$ cat config.mk
export PLATFORM = sky130hd
export DESIGN_NAME = axis_pkt_arbiter_flat
export DESIGN_NICKNAME = d
export VERILOG_FILES = /design/src/rtl/axis_pkt_arbiter_pkg.sv /design/src/rtl/axis_pkt_arbiter_if.sv /design/src/rtl/axis_pkt_arbiter_rr_pick2.sv /design/src/rtl/axis_pkt_arbiter.sv /design/src/flat_wrapper.sv
export SDC_FILE = /design/constraint.sdc
export NUM_CORES = 1
export LEC_CHECK = 0
export CAP_MARGIN = 20
export CORE_UTILIZATION = 39
export DETAILED_ROUTE_END_ITERATION = 10
export PLACE_DENSITY = 0.89
export SLEW_MARGIN = 5
export SYNTH_ARGS = -nofsm -noshare
export SYNTH_HDL_FRONTEND = slang
export SYNTH_SLANG_ARGS = --single-unit
export TNS_END_PERCENT = 100
$ cat constraint.sdc
create_clock -name aclk -period 2.8 [get_ports aclk]
set_input_delay 0.42 -clock aclk [delete_from_list [all_inputs] [get_ports aclk]]
set_output_delay 0.42 -clock aclk [all_outputs]
set_load 0.02 [all_outputs]
$ cat src/rtl/axis_pkt_arbiter_pkg.sv
// Shared definitions for the packet-granular 2:1 AXI-Stream arbiter.
// The state and source encodings are plain constants so the existing netlists and scripts keep the same bit patterns.
package axis_pkt_arbiter_pkg;

    localparam logic [0:0] ST_IDLE = 1'b0;
    localparam logic [0:0] ST_BUSY = 1'b1;

    localparam logic SRC0 = 1'b0;
    localparam logic SRC1 = 1'b1;

    function automatic logic [1:0] src_onehot(input logic src);
        return (src == SRC1) ? 2'b10 : 2'b01;
    endfunction

endpackage

$ cat src/rtl/axis_pkt_arbiter_if.sv
// AXI-Stream bundle (tvalid/tready/tdata/tlast/tuser).
// The master modport is the side that drives tvalid, and the slave modport is the side that drives tready.
interface axis_pkt_arbiter_if #(
    parameter int unsigned C_AXIS_TDATA_WIDTH = 32
);

    logic                          tvalid;
    logic                          tready;
    logic [C_AXIS_TDATA_WIDTH-1:0] tdata;
    logic                          tlast;
    logic                          tuser;

    modport master (output tvalid, output tdata, output tlast, output tuser, input tready);
    modport slave  (input tvalid, input tdata, input tlast, input tuser, output tready);

endinterface

$ cat src/rtl/axis_pkt_arbiter_rr_pick2.sv
// Combinational two-way round-robin picker.
// When both sources request, the source that did not win last time is picked; the output is one-hot, or zero if there is no request.
module axis_rr_pick2
    import axis_pkt_arbiter_pkg::*;
(
    input  logic [1:0] req,
    input  logic       last_grant,
    output logic [1:0] pick
);

    always_comb begin
        pick = '0;
        case (req)
            2'b01:   pick = 2'b01;
            2'b10:   pick = 2'b10;
            2'b11:   pick = src_onehot((last_grant == SRC0) ? SRC1 : SRC0);
            default: pick = '0;
        endcase
    end

endmodule

$ cat src/rtl/axis_pkt_arbiter.sv
// Packet-granular 2:1 AXI-Stream arbiter with round-robin grant, locked from the first beat through tlast.
// The granted source is muxed straight through to the output, and a counter per source tracks completed packets.
module axis_pkt_arbiter
    import axis_pkt_arbiter_pkg::*;
#(
    parameter int unsigned C_AXIS_TDATA_WIDTH = 32,
    parameter int unsigned C_CNT_WIDTH        = 16
) (
    input  logic                   aclk,
    input  logic                   areset,
    axis_pkt_arbiter_if.slave      s0_axis,
    axis_pkt_arbiter_if.slave      s1_axis,
    axis_pkt_arbiter_if.master     m_axis,
    input  logic [1:0]             src_en,
    output logic [1:0]             grant,
    output logic                   busy,
    output logic [C_CNT_WIDTH-1:0] pkt_cnt0,
    output logic [C_CNT_WIDTH-1:0] pkt_cnt1
);

    localparam logic [C_CNT_WIDTH-1:0] CNT_ONE = {{(C_CNT_WIDTH-1){1'b0}}, 1'b1};

    logic [0:0]             state_q, state_d;
    logic [1:0]             grant_q, grant_d;
    logic                   last_grant_q, last_grant_d;
    logic [C_CNT_WIDTH-1:0] pkt_cnt0_q, pkt_cnt0_d;
    logic [C_CNT_WIDTH-1:0] pkt_cnt1_q, pkt_cnt1_d;

    logic [1:0]                    req;
    logic [1:0]                    pick;
    logic                          owner;
    logic                          xfer;
    logic                          mux_tvalid;
    logic [C_AXIS_TDATA_WIDTH-1:0] mux_tdata;
    logic                          mux_tlast;
    logic                          mux_tuser;
    logic                          s0_rdy;
    logic                          s1_rdy;

    assign req   = {s1_axis.tvalid & src_en[1], s0_axis.tvalid & src_en[0]};
    assign owner = grant_q[1] ? SRC1 : SRC0;

    axis_rr_pick2 u_pick (
        .req        (req),
        .last_grant (last_grant_q),
        .pick       (pick)
    );

    // Data path: in IDLE everything is driven low, so no beat can be offered or accepted.
    always_comb begin
        mux_tvalid = 1'b0;
        mux_tdata  = '0;
        mux_tlast  = 1'b0;
        mux_tuser  = 1'b0;
        s0_rdy     = 1'b0;
        s1_rdy     = 1'b0;
        if (state_q == ST_BUSY) begin
            if (owner == SRC1) begin
                mux_tvalid = s1_axis.tvalid;
                mux_tdata  = s1_axis.tdata;
                mux_tlast  = s1_axis.tlast;
                mux_tuser  = s1_axis.tuser;
                s1_rdy     = m_axis.tready;
            end else begin
                mux_tvalid = s0_axis.tvalid;
                mux_tdata  = s0_axis.tdata;
                mux_tlast  = s0_axis.tlast;
                mux_tuser  = s0_axis.tuser;
                s0_rdy     = m_axis.tready;
            end
        end
    end

    assign xfer = mux_tvalid & m_axis.tready;

    // Grant can change only in IDLE or on an accepted tlast beat, so an offered beat stays stable until it is accepted.
    always_comb begin
        state_d      = state_q;
        grant_d      = grant_q;
        last_grant_d = last_grant_q;
        pkt_cnt0_d   = pkt_cnt0_q;
        pkt_cnt1_d   = pkt_cnt1_q;
        if (state_q == ST_IDLE) begin
            if (|pick) begin
                grant_d = pick;
                state_d = ST_BUSY;
            end
        end else if (xfer && mux_tlast) begin
            if (owner == SRC1) begin
                pkt_cnt1_d = pkt_cnt1_q + CNT_ONE;
            end else begin
                pkt_cnt0_d = pkt_cnt0_q + CNT_ONE;
            end
            last_grant_d = owner;
            grant_d      = '0;
            state_d      = ST_IDLE;
        end
    end

    always_ff @(posedge aclk) begin
        if (areset) begin
            state_q      <= ST_IDLE;
            grant_q      <= '0;
            last_grant_q <= SRC1;
            pkt_cnt0_q   <= '0;
            pkt_cnt1_q   <= '0;
        end else begin
            state_q      <= state_d;
            grant_q      <= grant_d;
            last_grant_q <= last_grant_d;
            pkt_cnt0_q   <= pkt_cnt0_d;
            pkt_cnt1_q   <= pkt_cnt1_d;
        end
    end

    assign m_axis.tvalid  = mux_tvalid;
    assign m_axis.tdata   = mux_tdata;
    assign m_axis.tlast   = mux_tlast;
    assign m_axis.tuser   = mux_tuser;
    assign s0_axis.tready = s0_rdy;
    assign s1_axis.tready = s1_rdy;

    assign grant    = grant_q;
    assign busy     = (state_q == ST_BUSY);
    assign pkt_cnt0 = pkt_cnt0_q;
    assign pkt_cnt1 = pkt_cnt1_q;

endmodule

$ cat src/flat_wrapper.sv
// flat-port wrapper written by rule: the top's interface ports become plain ports
module axis_pkt_arbiter_flat import axis_pkt_arbiter_pkg::*;
#(
    parameter int unsigned C_AXIS_TDATA_WIDTH = 32,
    parameter int unsigned C_CNT_WIDTH        = 16
)
  (aclk, areset, src_en, grant, busy, pkt_cnt0, pkt_cnt1, s0_axis_tvalid, s0_axis_tdata, s0_axis_tlast, s0_axis_tuser, s0_axis_tready, s1_axis_tvalid, s1_axis_tdata, s1_axis_tlast, s1_axis_tuser, s1_axis_tready, m_axis_tvalid, m_axis_tdata, m_axis_tlast, m_axis_tuser, m_axis_tready);
  axis_pkt_arbiter_if #(.C_AXIS_TDATA_WIDTH(C_AXIS_TDATA_WIDTH)) s0_axis_i ();
  axis_pkt_arbiter_if #(.C_AXIS_TDATA_WIDTH(C_AXIS_TDATA_WIDTH)) s1_axis_i ();
  axis_pkt_arbiter_if #(.C_AXIS_TDATA_WIDTH(C_AXIS_TDATA_WIDTH)) m_axis_i ();
  input  logic aclk;
  input  logic areset;
  input  logic [1:0] src_en;
  output logic [1:0] grant;
  output logic busy;
  output logic [C_CNT_WIDTH-1:0] pkt_cnt0;
  output logic [C_CNT_WIDTH-1:0] pkt_cnt1;
  input wire logic [$bits(s0_axis_i.tvalid)-1:0] s0_axis_tvalid;
  input wire logic [$bits(s0_axis_i.tdata)-1:0] s0_axis_tdata;
  input wire logic [$bits(s0_axis_i.tlast)-1:0] s0_axis_tlast;
  input wire logic [$bits(s0_axis_i.tuser)-1:0] s0_axis_tuser;
  output wire logic [$bits(s0_axis_i.tready)-1:0] s0_axis_tready;
  input wire logic [$bits(s1_axis_i.tvalid)-1:0] s1_axis_tvalid;
  input wire logic [$bits(s1_axis_i.tdata)-1:0] s1_axis_tdata;
  input wire logic [$bits(s1_axis_i.tlast)-1:0] s1_axis_tlast;
  input wire logic [$bits(s1_axis_i.tuser)-1:0] s1_axis_tuser;
  output wire logic [$bits(s1_axis_i.tready)-1:0] s1_axis_tready;
  output wire logic [$bits(m_axis_i.tvalid)-1:0] m_axis_tvalid;
  output wire logic [$bits(m_axis_i.tdata)-1:0] m_axis_tdata;
  output wire logic [$bits(m_axis_i.tlast)-1:0] m_axis_tlast;
  output wire logic [$bits(m_axis_i.tuser)-1:0] m_axis_tuser;
  input wire logic [$bits(m_axis_i.tready)-1:0] m_axis_tready;
  assign s0_axis_i.tvalid = s0_axis_tvalid;
  assign s0_axis_i.tdata = s0_axis_tdata;
  assign s0_axis_i.tlast = s0_axis_tlast;
  assign s0_axis_i.tuser = s0_axis_tuser;
  assign s0_axis_tready = s0_axis_i.tready;
  assign s1_axis_i.tvalid = s1_axis_tvalid;
  assign s1_axis_i.tdata = s1_axis_tdata;
  assign s1_axis_i.tlast = s1_axis_tlast;
  assign s1_axis_i.tuser = s1_axis_tuser;
  assign s1_axis_tready = s1_axis_i.tready;
  assign m_axis_tvalid = m_axis_i.tvalid;
  assign m_axis_tdata = m_axis_i.tdata;
  assign m_axis_tlast = m_axis_i.tlast;
  assign m_axis_tuser = m_axis_i.tuser;
  assign m_axis_i.tready = m_axis_tready;
  axis_pkt_arbiter #(.C_AXIS_TDATA_WIDTH(C_AXIS_TDATA_WIDTH), .C_CNT_WIDTH(C_CNT_WIDTH)) u_core (.aclk(aclk), .areset(areset), .s0_axis(s0_axis_i), .s1_axis(s1_axis_i), .m_axis(m_axis_i), .src_en(src_en), .grant(grant), .busy(busy), .pkt_cnt0(pkt_cnt0), .pkt_cnt1(pkt_cnt1));
endmodule
==> results of run 1 <==
==> worst max-delay path, stage by stage, from the launching register on <==
cell and delay (ns):
dfxtp_2 0.58, buf_4 0.26, mux2i_1 0.29, nor2_1 0.07
clkdlybuf4s50_1 0.57
==> power breakdown <==
group / internal [mW] / switching, mW / leakage, nW
sequential: 0.516 / 0.0108 / 0.291
clock: 0.173 / 0.197 / 0.0479
combinational: 0.198 / 0.150 / 0.995
==> cell usage after synthesis, drive strengths merged, types with 2 or more instances <==
master,instances,area share
and3,6,0.017
nand3,10,0.025
nand4,10,0.028
nor3,3,0.0067
nand2,12,0.020
or2,2,0.0067
nor2,58,0.098
o31ai,8,0.027
xnor2,8,0.031
mux2,3,0.015
o21ai,3,0.0067
or3,3,0.0084
a21oi,13,0.029
xor2,8,0.031
mux2i,37,0.17
nor4,3,0.0084
clkbuf,4,0.0073
and4,5,0.020
dfxtp,36,0.32
or4,8,0.027
ha,2,0.011
inv,5,0.0084
buf,13,0.032
nor2b,3,0.0084
==> kinds of logic (layout without fill, tap and decap cells) <==
family / after synthesis / after routing / share of synthesized area
mux: 40 / 40 / 0.181
flops: 36 / 36 / 0.323
compound gates: 29 / 29 / 0.0807
simple gates: 126 / 126 / 0.294
xor+xnor: 16 / 16 / 0.0628
buf+inv: 22 / 163 / 0.0476
fa+ha+maj: 2 / 2 / 0.0112
==> worst min-delay path by stage <==
stage                             start                  end  slack, ns  depth (start not counted)
floorplan           u_core.last_grant_q  u_core.last_grant_q       0.46                          1
global placement        u_core.grant[0]      u_core.grant[0]       0.47                          2
detailed placement      u_core.grant[0]      u_core.grant[0]       0.48                          2
CTS                     u_core.grant[0]      u_core.grant[0]       0.49                          2
global route            u_core.grant[0]      u_core.grant[0]       0.50                          2
finish              u_core.pkt_cnt1[15]  u_core.pkt_cnt1[15]       0.49                          2
==> sequential cells by signal (all words and copies together) (netlist names) <==
name	count
u_core.last_grant_q	1
u_core.pkt_cnt0	16
u_core.grant	2
u_core.pkt_cnt1	16
u_core.busy	1
==> metal layers <==
metal  vias to the layer above  track usage  routed length, µm
met5                         -            0                  0
met4                         0       0.0811                122
met3                        12       0.0741                580
met2                       108        0.461               3870
met1                      1169        0.248               2670
li1                       1244            -                  -
==> area by class of cell <==
type | count | share of cell area
Timing Repair Buffer | 150 | 0.391
Sequential cell | 36 | 0.189
Inverter | 5 | 0.00492
Clock inverter | 3 | 0.00492
Clock buffer | 5 | 0.0180
Multi-Input combinational cell | 213 | 0.368
Tap cell | 72 | 0.0236
==> stage by stage <==
stage | cells | hold WS (ns) | worst slack [ns]
2_1_floorplan | 271 | 0.460 | 1.04
3_3_place_gp | 476 | 0.466 | 0.385
3_5_place_dp | 476 | 0.479 | 0.367
4_1_cts | 484 | 0.491 | 0.289
5_1_grt | 484 | 0.504 | 0.205
6_report | 484 | 0.489 | 0.321
==> results.sh, run 1 <==
export IMPL_synth_seq_area_share=0.323
export IMPL_finalHoldViolCount=0
export IMPL_clkLatencyLatePin_ns=0.29
export IMPL_path_class="reg2out"
export IMPL_diodes=0
export IMPL_cts_buffers=5
export IMPL_ir_drop_mv=0.189
export IMPL_rrSetupSlack_ns=0.86
export IMPL_vias_per_cell=5.23
export IMPL_syn_nets=348
export IMPL_ys_types=40
export IMPL_drv_cap=0
export IMPL_num_vias=2533
export IMPL_synth_ff_type="dfxtp_1"
export IMPL_ant_nets=0
export IMPL_status="complete, no violations"
export IMPL_clkTransAtPathRegs_ns=0.08
export IMPL_die_h_um=77.7
export IMPL_endpoint="m_axis_tuser"
export IMPL_firstDrtPassIters=6
export IMPL_holdBufCountCts=0
export IMPL_fill_cells=428
export IMPL_placed_area_um2=3730
export IMPL_rows=27
export IMPL_fmax_mhz=403
export IMPL_final_area_um2=3810
export IMPL_start_kind="register"
export IMPL_rsz0062_at_grt="false"
export IMPL_grt_pass1_vias=2439
export IMPL_ff_latch_area_um2=722
export IMPL_cts_tree="yes"
export IMPL_synth_async_reset_ratio=0
export IMPL_grt_overflow=0
export IMPL_relSlewSlack=0.544
export IMPL_final_layout_size_suffix_gt1_frac=0.0534
export IMPL_ys_ff_latch=36
export IMPL_rr_worst_depth=5
export IMPL_wl_per_cell_um=15.0
export IMPL_multi_input_area_um2=1410
export IMPL_synth_edf_count=0
export IMPL_hpwl_mm=5.74
export IMPL_finalPower_mw=1.25
export IMPL_worstMarginPinSlew_ns=0.682
export IMPL_clockBufferDepth=2
export IMPL_end_kind="primary output"
export IMPL_mostFrequentLayoutCells="146 x clkdlybuf4s50_1, 58 x nor2_1, 37 x mux2i_1, 35 x dfxtp_1, 13 x a21oi_1"
export IMPL_p_leak_nw=1.33
export IMPL_ys_warn_count=0
export IMPL_core_area_um2=5510
export IMPL_drtIter0Drc=84
export IMPL_post_route_period_util=0.886
export IMPL_start_util=0.405
export IMPL_clock_sinks=36
export IMPL_drc_errors=0
export IMPL_r2r_start="u_core.grant[1]"
export IMPL_synthesis_area_um2=2230
export IMPL_postCtsSetupRepairBufs=0
export IMPL_grtUsageTotal=0.242
export IMPL_fin_skew_ns=0.00825
export IMPL_htree_levels=2
export IMPL_cts_root_buf="clkbuf_8"
export IMPL_io_pin_count=147
export IMPL_antenna_found_initial=0
export IMPL_ctsResizeCount=0
export IMPL_io_buffer_count=146
export IMPL_place_gp_congestion=0.869
export IMPL_final_common_cell="clkdlybuf4s50_1"
export IMPL_grt_pass1_wl_mm=11.5
export IMPL_syn_area_per_cell_um2=8.24
export IMPL_r2r_end="u_core.pkt_cnt0[13]"
export IMPL_drt_wl_total_mm=7.24
export IMPL_grt_max_degree=38
export IMPL_critPathArrivalTime_ns=2.06
export IMPL_hold_class="reg2reg"
export IMPL_power_density_nw_per_um2=327
export IMPL_die_x_um=77.7
export IMPL_crit_fanout=16
export IMPL_tns_ns=0
export IMPL_critPathLaunch="u_core.grant[1]"
export IMPL_dieArea_um2=6030
export IMPL_area_growth_pct=70.9
export IMPL_setup_viol=0
export IMPL_utilization=0.693
export IMPL_required_ns=2.38
export IMPL_drv_slew=0
export IMPL_min_period_ns=2.48
export IMPL_nets=488
export IMPL_postSynthCellCount=271
Power figures use the tool's default switching activity.
==> run 2, diff against run 1 <==
- SKIP_LAST_GASP: default -> 1
==> results of run 2 <==
No change in the layout: final DEF, timing and power equal those of run 1.
==> run 3, diff against run 2 <==
- SKIP_CTS_REPAIR_TIMING: default -> 1
==> results of run 3 <==
No change in the layout: final DEF, timing and power equal those of run 1.
